$ cat config.mk
export PLATFORM = sky130hd
export DESIGN_NAME = cos_datapath
export DESIGN_NICKNAME = d
export VERILOG_FILES = /design/src/rtl/cos_datapath.sv
export SDC_FILE = /design/constraint.sdc
export NUM_CORES = 1
export LEC_CHECK = 0
export ABC_AREA = 1
export CORE_MARGIN = 2
export CORE_UTILIZATION = 45
export CTS_CLUSTER_DIAMETER = 200
export DETAILED_ROUTE_END_ITERATION = 8
export PLACE_DENSITY = 0.6
export SLEW_MARGIN = 0
export SYNTH_ARGS = -nofsm -noshare
export SYNTH_HDL_FRONTEND = slang
export SYNTH_SLANG_ARGS = --single-unit
$ cat constraint.sdc
create_clock -name clk -period 6.59 [get_ports clk]
set_clock_uncertainty 0.05 [all_clocks]
set_input_delay 1.6475 -clock clk [delete_from_list [all_inputs] [get_ports clk]]
set_output_delay 1.6475 -clock clk [all_outputs]
set_load 0.01 [all_outputs]
$ cat src/rtl/cos_datapath.sv
// Fixed-point datapath for the Taylor-series cosine accelerator: holds x^2, the
// running term t, the accumulated result r and the term counter, driven by FSM strobes.
module cos_datapath #(
  parameter int unsigned WIDTH  = 16,
  parameter int unsigned FRAC   = 14,
  parameter int unsigned NTERMS = 8,
  parameter int unsigned THRESH = 16
) (
  input  logic             clk,
  input  logic             rst,
  input  logic [WIDTH-1:0] xbus,
  input  logic             ldx,
  input  logic             ld1,
  input  logic             ld0cnt,
  input  logic             ldt,
  input  logic             xsel,
  input  logic             rsel,
  input  logic             ldr,
  input  logic             addsub,
  input  logic             en,
  input  logic             inccnt,
  output logic             TLTY,
  output logic             repcnt0,
  output logic [WIDTH-1:0] rbus
);

  localparam int unsigned CW = (NTERMS > 1) ? $clog2(NTERMS) : 1;
  localparam int unsigned PW = 2 * WIDTH;
  localparam logic signed [WIDTH-1:0] ONE  = WIDTH'(1 << FRAC);
  localparam logic signed [WIDTH-1:0] SMAX = {1'b0, {(WIDTH-1){1'b1}}};
  localparam logic signed [WIDTH-1:0] SMIN = {1'b1, {(WIDTH-1){1'b0}}};
  localparam logic [CW-1:0]           CNT_MAX = CW'(NTERMS - 1);

  // Signed fixed-point multiply: floor shift by FRAC, then clamp to WIDTH bits.
  function automatic logic signed [WIDTH-1:0] mul_sat(input logic signed [WIDTH-1:0] a,
                                                      input logic signed [WIDTH-1:0] b);
    logic signed [PW-1:0] p;
    p = PW'(a) * PW'(b);
    p = p >>> FRAC;
    if (p > PW'(SMAX))      return SMAX;
    else if (p < PW'(SMIN)) return SMIN;
    else                    return WIDTH'(p);
  endfunction

  function automatic logic signed [WIDTH-1:0] add_sat(input logic signed [WIDTH-1:0] a,
                                                      input logic signed [WIDTH-1:0] b,
                                                      input logic                    add);
    logic signed [WIDTH:0] s;
    s = add ? ((WIDTH+1)'(a) + (WIDTH+1)'(b)) : ((WIDTH+1)'(a) - (WIDTH+1)'(b));
    if (s[WIDTH] != s[WIDTH-1]) return s[WIDTH] ? SMIN : SMAX;
    else                        return WIDTH'(s);
  endfunction

  // 1/((2k+1)(2k+2)) in Q.FRAC, rounded to nearest.
  function automatic logic signed [WIDTH-1:0] coef_f(input int unsigned k);
    int unsigned d;
    int unsigned one_i;
    d     = (2 * k + 1) * (2 * k + 2);
    one_i = 1 << FRAC;
    return WIDTH'((one_i + d / 2) / d);
  endfunction

  logic signed [WIDTH-1:0] xsq_q, xsq_d;
  logic signed [WIDTH-1:0] t_q, t_d;
  logic signed [WIDTH-1:0] r_q, r_d;
  logic [CW-1:0]           cnt_q, cnt_d;
  logic signed [WIDTH-1:0] coef_rom [NTERMS];
  logic signed [WIDTH-1:0] op;
  logic [WIDTH-1:0]        abs_t;
  logic                    t_is_min;
  logic                    unused_en;

  // en is a status strobe only; the datapath ignores it.
  assign unused_en = en;

  always_comb begin
    for (int unsigned k = 0; k < NTERMS; k++) coef_rom[k] = coef_f(k);
  end

  always_comb begin
    xsq_d = xsq_q;
    t_d   = t_q;
    r_d   = r_q;
    cnt_d = cnt_q;
    op    = xsel ? xsq_q : (rsel ? coef_rom[cnt_q] : ONE);

    if (ldx) xsq_d = mul_sat($signed(xbus), $signed(xbus));

    if (ld1)      t_d = ONE;
    else if (ldt) t_d = mul_sat(t_q, op);

    if (ld1)      r_d = ONE;
    else if (ldr) r_d = add_sat(r_q, t_q, addsub);

    if (ld0cnt)                        cnt_d = '0;
    else if (inccnt && cnt_q != CNT_MAX) cnt_d = cnt_q + CW'(1);
  end

  always_ff @(posedge clk or posedge rst) begin
    if (rst) begin
      xsq_q <= '0;
      t_q   <= '0;
      r_q   <= '0;
      cnt_q <= '0;
    end else begin
      xsq_q <= xsq_d;
      t_q   <= t_d;
      r_q   <= r_d;
      cnt_q <= cnt_d;
    end
  end

  // The most negative t has no positive magnitude; treat it as never converged.
  always_comb begin
    t_is_min = (t_q == SMIN);
    abs_t    = t_q[WIDTH-1] ? WIDTH'(-t_q) : WIDTH'(t_q);
  end

  assign TLTY    = (!t_is_min && (32'(abs_t) < THRESH)) || (cnt_q == CNT_MAX);
  assign repcnt0 = cnt_q[0];
  assign rbus    = r_q;

endmodule

==> impl_metrics.csv, run 1 <==
group,metric,value,unit
clock_network,tritoncts_clock_tree,"built",
global_routing,grt_use_met2,0.465,
layout,antennaDiodeCount,0,
logic_synthesis,ys_async_sr_fraction,1.00,
floorplanning,die-width,229,um
sta,finalHoldWorstSlack,0.469,ns
global_routing,grt_busiest_layer,"met2",
hold_path,hp-start,"xsq_q[11]",
global_routing,grt_use_met3,0.0276,
layout,layout-area-overhead-vs-synth,27.5,%
global_routing,grtUsageTotal,0.254,
clock_network,clk_pin_slew,0.07,ns
setup_path,worstRegToRegCells,30,
detailed_routing,route.detailed.drc,0,
layout,n_fill_cell,4559,
detailed_routing,route.detailed.wl_per_inst,16.2,um
floorplanning,rows,82,
clock_network,clock-sinks,51,
layout,drive_above_1_share,0.262,
sta,final_min_period_over_clock_period,1.12,
setup_path,cp-end-kind,"register",
detailed_routing,via_count,19500,
logic_synthesis,synth_top_cells_by_count,"sky130_fd_sc_hd__inv_1, sky130_fd_sc_hd__nand2_1, sky130_fd_sc_hd__fa_1",
logic_synthesis,post_synthesis_average_cell_area,7.89,um2
sta,final_max_slew_viol_count,0,
setup_path,cp_data_arrival_time,7.57,ns
placed_design,port-buffer-count,44,
global_routing,gr-usage-met1,0.308,
hold_path,holdCritPathClass,"reg2reg",
floorplanning,die_area,52500,um2
setup_path,cp_most_frequent_cell,"sky130_fd_sc_hd__fa_1",
sta,layout_setup_ws,-0.815,ns
setup_path,worst_path_largest_cell_delay,0.60,ns
global_routing,grt_overflow_total,0,
global_routing,antenna_found_initial,0,
global_routing,first_global_vias,21500,
logic_synthesis,yosysTopAreaCellShare,0.439,
clock_network,clock_tree.htree_level_count,2,
clock_network,numCtsBuffers,5,
setup_path,r2r_setup_slack,0.08,ns
logic_synthesis,synthesis.yosys.warnings,0,
setup_path,required,6.75,ns
detailed_routing,route.final.wire_length,64300,um
logic_synthesis,yosysSeqAreaShare,0.0559,
clock_network,clock_insertion_delay_worst_skew,0.32,ns
placed_design,detailed_place_hpwl,54500,um
detailed_routing,number_of_iterations_in_the_first_detailed_routing_pass,5,
detailed_routing,initialDrtViolationCount,1049,
logic_synthesis,post_synth_num_cell_types,52,
floorplanning,height_of_the_die,229,um
logic_synthesis,post_synth_instance_area,22800,um2
placed_design,pre_cts_ws,-1.88,ns
sta,final_hold_viol_count,0,
floorplanning,core_area,50100,um2
global_routing,grt_first_pass_wirelength,107000,um
placed_design,gp_congestion,0.969,
detailed_routing,avgViaCountPerCell,4.91,
setup_path,timing.setup.critical_path_class,"in2reg",
sta,slew-limit-headroom,0.313,
logic_synthesis,syn-instance-count,2894,
sta,finalSetupViolations,32,
sta,worst_pin_slew,1.03,ns
hold_path,hold_critical_path_endpoint,"xsq_q[11]",
clock_network,max_root_sink_buffers,2,
setup_path,start_kind,"input port",
status,outcome,"finished, violations left",
setup_path,critical_path.reg2reg.endpoint,"t_q[12]",
logic_synthesis,synth_edf_count,0,
setup_path,rr_startpoint,"cnt_q[1]",
layout,layout.nets,4016,
detailed_routing,drt_antenna_net_count,0,
flow_run,max_cap_violations,0,
clock_network,cts.root.buffer_cell,"sky130_fd_sc_hd__clkbuf_16",
sta,fmaxAchievable,135,MHz
floorplanning,initial_utilization,0.456,
placed_design,placedCellCount,3903,
global_routing,grt_start_max_net_pins,52,
logic_synthesis,yosys.area.top_type,"sky130_fd_sc_hd__fa_1",
setup_path,timing.critical_path.fanout_max,8,
status,failed_checks,"negative setup slack",
sta,layout_min_cycle_time,7.40,ns
logic_synthesis,synth_seq_cells,51,
layout,instances_no_fill,3975,
sta,grt_setup_unrepaired,"yes",
logic_synthesis,synthMostInstantiatedCell,"sky130_fd_sc_hd__inv_1",
logic_synthesis,mappedNetlistNets,3607,
logic_synthesis,post_synth_main_area_contributors,"sky130_fd_sc_hd__fa_1, sky130_fd_sc_hd__inv_1, sky130_fd_sc_hd__nand2_1",
setup_path,critPathSlowestCell,"sky130_fd_sc_hd__fa_2",
hold_path,min_path_cells,2,
logic_synthesis,synth_top_flop_cell,"sky130_fd_sc_hd__dfrtp_1",
floorplanning,io_pins,46,
[registers in the layout, indices dropped and copies added (netlist names)]
| name | cells |
|---|---|
| cnt_q | 3 |
| rbus | 16 |
| xsq_q | 16 |
| t_q | 16 |
[cells by family after synthesis]
| group | count (synthesis) | synth area share |
|---|---|---|
| DFF | 51 | 0.0559 |
| AOI/OAI and AO/OA | 218 | 0.0553 |
| and+or+nand+nor | 944 | 0.166 |
| buffers and inverters | 920 | 0.153 |
| adders and majority gates | 685 | 0.540 |
| xor gates and xnor gates | 76 | 0.0292 |
[cell type report]
type,count,area [um2],area share
repair buffers,481,4060,0.139
inverters,838,3190,0.110
well taps,672,841,0.0289
multi-input cells,1925,19600,0.672
clock buffers,5,125,0.00430
flip-flops and latches,51,1280,0.0439
repair inverters,1,7.51,0.000258
clock inverters,2,37.5,0.00129
[worst max-delay path: cells and delay by family]
family	cells	cell delay, ns
AOI/OAI and AO/OA	4	0.67
adders and majority gates	7	3.32
buffers and inverters	9	1.02
and+or+nand+nor	10	0.91
[worst max-delay path by stage]
stage               from       to  slack (ns)  cells after the start
CTS                 rsel  t_q[12]       -0.73                     38
global placement    rsel  t_q[13]       -1.82                     33
finish              xsel  t_q[12]       -0.81                     30
global route        xsel   t_q[9]       -1.10                     36
detailed placement  rsel   t_q[6]       -1.88                     30
floorplan           xsel   t_q[0]       -0.87                     29
[repair_timing]
action | in CTS | in global routing
setup buffers | 34 | 32
gates resized for setup | 286 | 244
gates cloned | 7 | 0
endpoints found under the setup margin | 32 | 32
hold endpoints to repair | 0 | 0
hold buffers | 0 | 0
pin swaps | 101 | 185
[through the flow]
stage	util	TNS [ns]	instance area (um2)
after floorplan	-	-21.12	23200
after global placement	0.538	-50.13	26900
after detailed placement	0.538	-51.85	26900
after CTS	0.564	-19.29	28200
after global routing	0.581	-26.04	29100
final	0.581	-18.42	29100
[routing by layer]
metal / vias up / routed length (um)
met4: 0 / 2560
met3: 146 / 3230
met1: 9652 / 25500
met2: 539 / 33100
li1: 9178 / -
met5: - / 0
[cells in the final DEF, fill, tap and decap left out, types with 11 or more instances in the layout]
| cell type | netlist | final |
|---|---|---|
| sky130_fd_sc_hd__inv_1 | 824 | 753 |
| sky130_fd_sc_hd__nand2_1 | 636 | 541 |
| sky130_fd_sc_hd__fa_1 | 501 | 470 |
| sky130_fd_sc_hd__buf_4 | 4 | 378 |
| sky130_fd_sc_hd__nor2_1 | 197 | 166 |
| sky130_fd_sc_hd__ha_1 | 184 | 147 |
| sky130_fd_sc_hd__nand2_2 | 9 | 87 |
| sky130_fd_sc_hd__inv_2 | 8 | 69 |
| sky130_fd_sc_hd__dfrtp_1 | 51 | 51 |
| sky130_fd_sc_hd__xor2_1 | 50 | 48 |
| sky130_fd_sc_hd__a21oi_2 | 1 | 43 |
| sky130_fd_sc_hd__a21oi_1 | 91 | 43 |
| sky130_fd_sc_hd__nand3_1 | 56 | 43 |
| sky130_fd_sc_hd__buf_6 | 3 | 43 |
| sky130_fd_sc_hd__o21ai_0 | 54 | 42 |
| sky130_fd_sc_hd__ha_4 | 0 | 36 |
| sky130_fd_sc_hd__fa_2 | 0 | 31 |
| sky130_fd_sc_hd__clkdlybuf4s50_1 | 0 | 26 |
| sky130_fd_sc_hd__xnor2_1 | 26 | 25 |
| sky130_fd_sc_hd__nor2_2 | 2 | 23 |
| sky130_fd_sc_hd__nand2_4 | 3 | 20 |
| sky130_fd_sc_hd__nand3_2 | 4 | 16 |
| sky130_fd_sc_hd__o21ai_2 | 7 | 14 |
| sky130_fd_sc_hd__nor3_1 | 16 | 14 |
| sky130_fd_sc_hd__buf_12 | 0 | 14 |
| sky130_fd_sc_hd__a21o_1 | 13 | 13 |
| sky130_fd_sc_hd__o21ai_1 | 8 | 12 |
| sky130_fd_sc_hd__nor2_4 | 1 | 11 |
Power of run 1 is left out: the tool's default activity adds up to more than one toggle a clock period on the data nets, which glitch-free logic cannot reach.
==> inputs of run 2 (changes only) <==
--- a/config.mk
+++ b/config.mk
@@ -10,7 +10,8 @@
 export CORE_UTILIZATION = 45
 export CTS_CLUSTER_DIAMETER = 200
 export DETAILED_ROUTE_END_ITERATION = 8
-export PLACE_DENSITY = 0.6
+export GPL_TIMING_DRIVEN = 0
+export PLACE_DENSITY = 0.58
 export SLEW_MARGIN = 0
 export SYNTH_ARGS = -nofsm -noshare
 export SYNTH_HDL_FRONTEND = slang
==> constraint.sdc (replaced) <==
create_clock -name clk -period 8.9 [get_ports clk]
set_clock_uncertainty 0.05 [all_clocks]
set_input_delay 2.225 -clock clk [delete_from_list [all_inputs] [get_ports clk]]
set_output_delay 2.225 -clock clk [all_outputs]
set_load 0.01 [all_outputs]
==> impl_metrics.csv, run 2 (synthesis results as in run 1) <==
group,metric,value,unit
detailed_routing,via_count,18100,
clock_network,cts_hold_repair.buffers,0,
detailed_routing,drt_antenna_net_count,0,
hold_path,holdCritPathClass,"reg2reg",
global_routing,grt_first_pass_wirelength,105000,um
setup_path,required,9.05,ns
floorplanning,die-width,229,um
global_routing,grt_overflow_total,0,
detailed_routing,route.detailed.drc,0,
placed_design,gp_congestion,0.966,
floorplanning,die_area,52500,um2
detailed_routing,route.detailed.wl_per_inst,17.3,um
placed_design,detailed_place_hpwl,55200,um
floorplanning,io_pins,46,
detailed_routing,avgViaCountPerCell,4.99,
setup_path,critical_path_buf_inv_count,10,
sta,layout_setup_ws,0.203,ns
layout,layout_common_cells,"sky130_fd_sc_hd__inv_1, sky130_fd_sc_hd__nand2_1, sky130_fd_sc_hd__fa_1",
setup_path,start_kind,"input port",
clock_network,max_root_sink_buffers,2,
setup_path,cp_data_arrival_time,8.84,ns
setup_path,critPathSlowestCell,"sky130_fd_sc_hd__fa_2",
layout,antennaDiodeCount,0,
layout,layout.nets,3669,
placed_design,place_area,24000,um2
clock_network,clk_pin_slew,0.08,ns
clock_network,tritoncts_clock_tree,"built",
setup_path,cp-end-kind,"register",
sta,final_max_slew_viol_count,0,
sta,final_hold_viol_count,0,
placed_design,port-buffer-count,35,
global_routing,grtUsageTotal,0.255,
floorplanning,core_area,50100,um2
detailed_routing,initialDrtViolationCount,984,
floorplanning,rows,82,
placed_design,placedCellCount,3602,
setup_path,worst_path_largest_cell_delay,0.63,ns
sta,worst_pin_slew,0.955,ns
clock_network,cts.root.buffer_cell,"sky130_fd_sc_hd__clkbuf_16",
clock_network,numCtsBuffers,5,
clock_network,clock_tree.htree_level_count,2,
clock_network,clock_insertion_delay_worst_skew,0.31,ns
sta,layout_min_cycle_time,8.70,ns
sta,timing.setup.tns,0,ns
layout,drive_above_1_share,0.0632,
layout,final_area,24800,um2
global_routing,antenna_found_initial,1,
setup_path,crit_family,"adder cells",
floorplanning,height_of_the_die,229,um
global_routing,first_global_vias,20000,
layout,layout-area-overhead-vs-synth,8.66,%
floorplanning,initial_utilization,0.456,
clock_network,clock-sinks,51,
setup_path,timing.setup.critical_path_class,"in2reg",
detailed_routing,number_of_iterations_in_the_first_detailed_routing_pass,5,
detailed_routing,route.final.wire_length,63000,um
sta,final_min_period_over_clock_period,0.977,
setup_path,timing.critical_path.fanout_max,10,
layout,instances_no_fill,3629,
placed_design,pre_cts_ws,-1.53,ns
global_routing,grt_start_max_net_pins,38,
status,outcome,"completed",
layout,most_common_library_cell_in_the_layout_ignoring_fill_and_taps,"sky130_fd_sc_hd__inv_1",
sta,finalSetupViolations,0,
sta,fmaxAchievable,115,MHz
flow_run,max_cap_violations,0,
sta,slew-limit-headroom,0.363,
run 2: path summary, 6_finish.rpt:
path                       slack (ns)      from        end  cells past startpoint
setup / recovery                 0.20      xsel     t_q[1]                     30
hold / removal                   0.47   rbus[3]    rbus[3]                      2
setup reg to reg                 1.52  cnt_q[0]     t_q[1]                     33
hold reg to reg                  0.47   rbus[3]    rbus[3]                      2
max in group asynchronous        6.12       rst  xsq_q[10]                      3
min in group asynchronous        2.15       rst   rbus[13]                      2
run 2: timing repair:
action,CTS,global route
setup buffers,10,11
cloned,1,1
endpoints found under the setup margin,32,31
gates resized for setup,80,86
pin swaps,7,12
run 2: routing by layer:
layer  vias to the layer above  share of wire  global-route usage  wire, um
met3                       107          0.046              0.0256      2880
met2                       439           0.50               0.454     31500
met4                         2          0.042              0.0982      2650
li1                       8496              -                   -         -
met5                         -        0.00017                   0        11
met1                      9048           0.41               0.319     25900
run 2: tightest hold or removal path, delay by kind of cell (launching register included):
kind | cells | cell delay [ns]
and+or+nand+nor | 2 | 0.11
DFF | 1 | 0.38
run 2: layout make-up:
class                           instances  area, um2
Sequential cell                        51       1280
Inverter                              838       3160
Buffer                                 78        434
Clock buffer                            7        143
Multi-Input combinational cell       1923      18300
Clock inverter                          1       8.76
Timing Repair Buffer                   59        587
Fill cell                            5050      25300
Tap cell                              672        841
run 2: through the flow:
stage,utilization,hold WS (ns)
after floorplan,-,0.431
after global placement,0.480,0.458
after detailed placement,0.480,0.462
after CTS,0.490,0.481
after global routing,0.495,0.510
final,0.495,0.474
Power of run 2 is left out for the same reason.
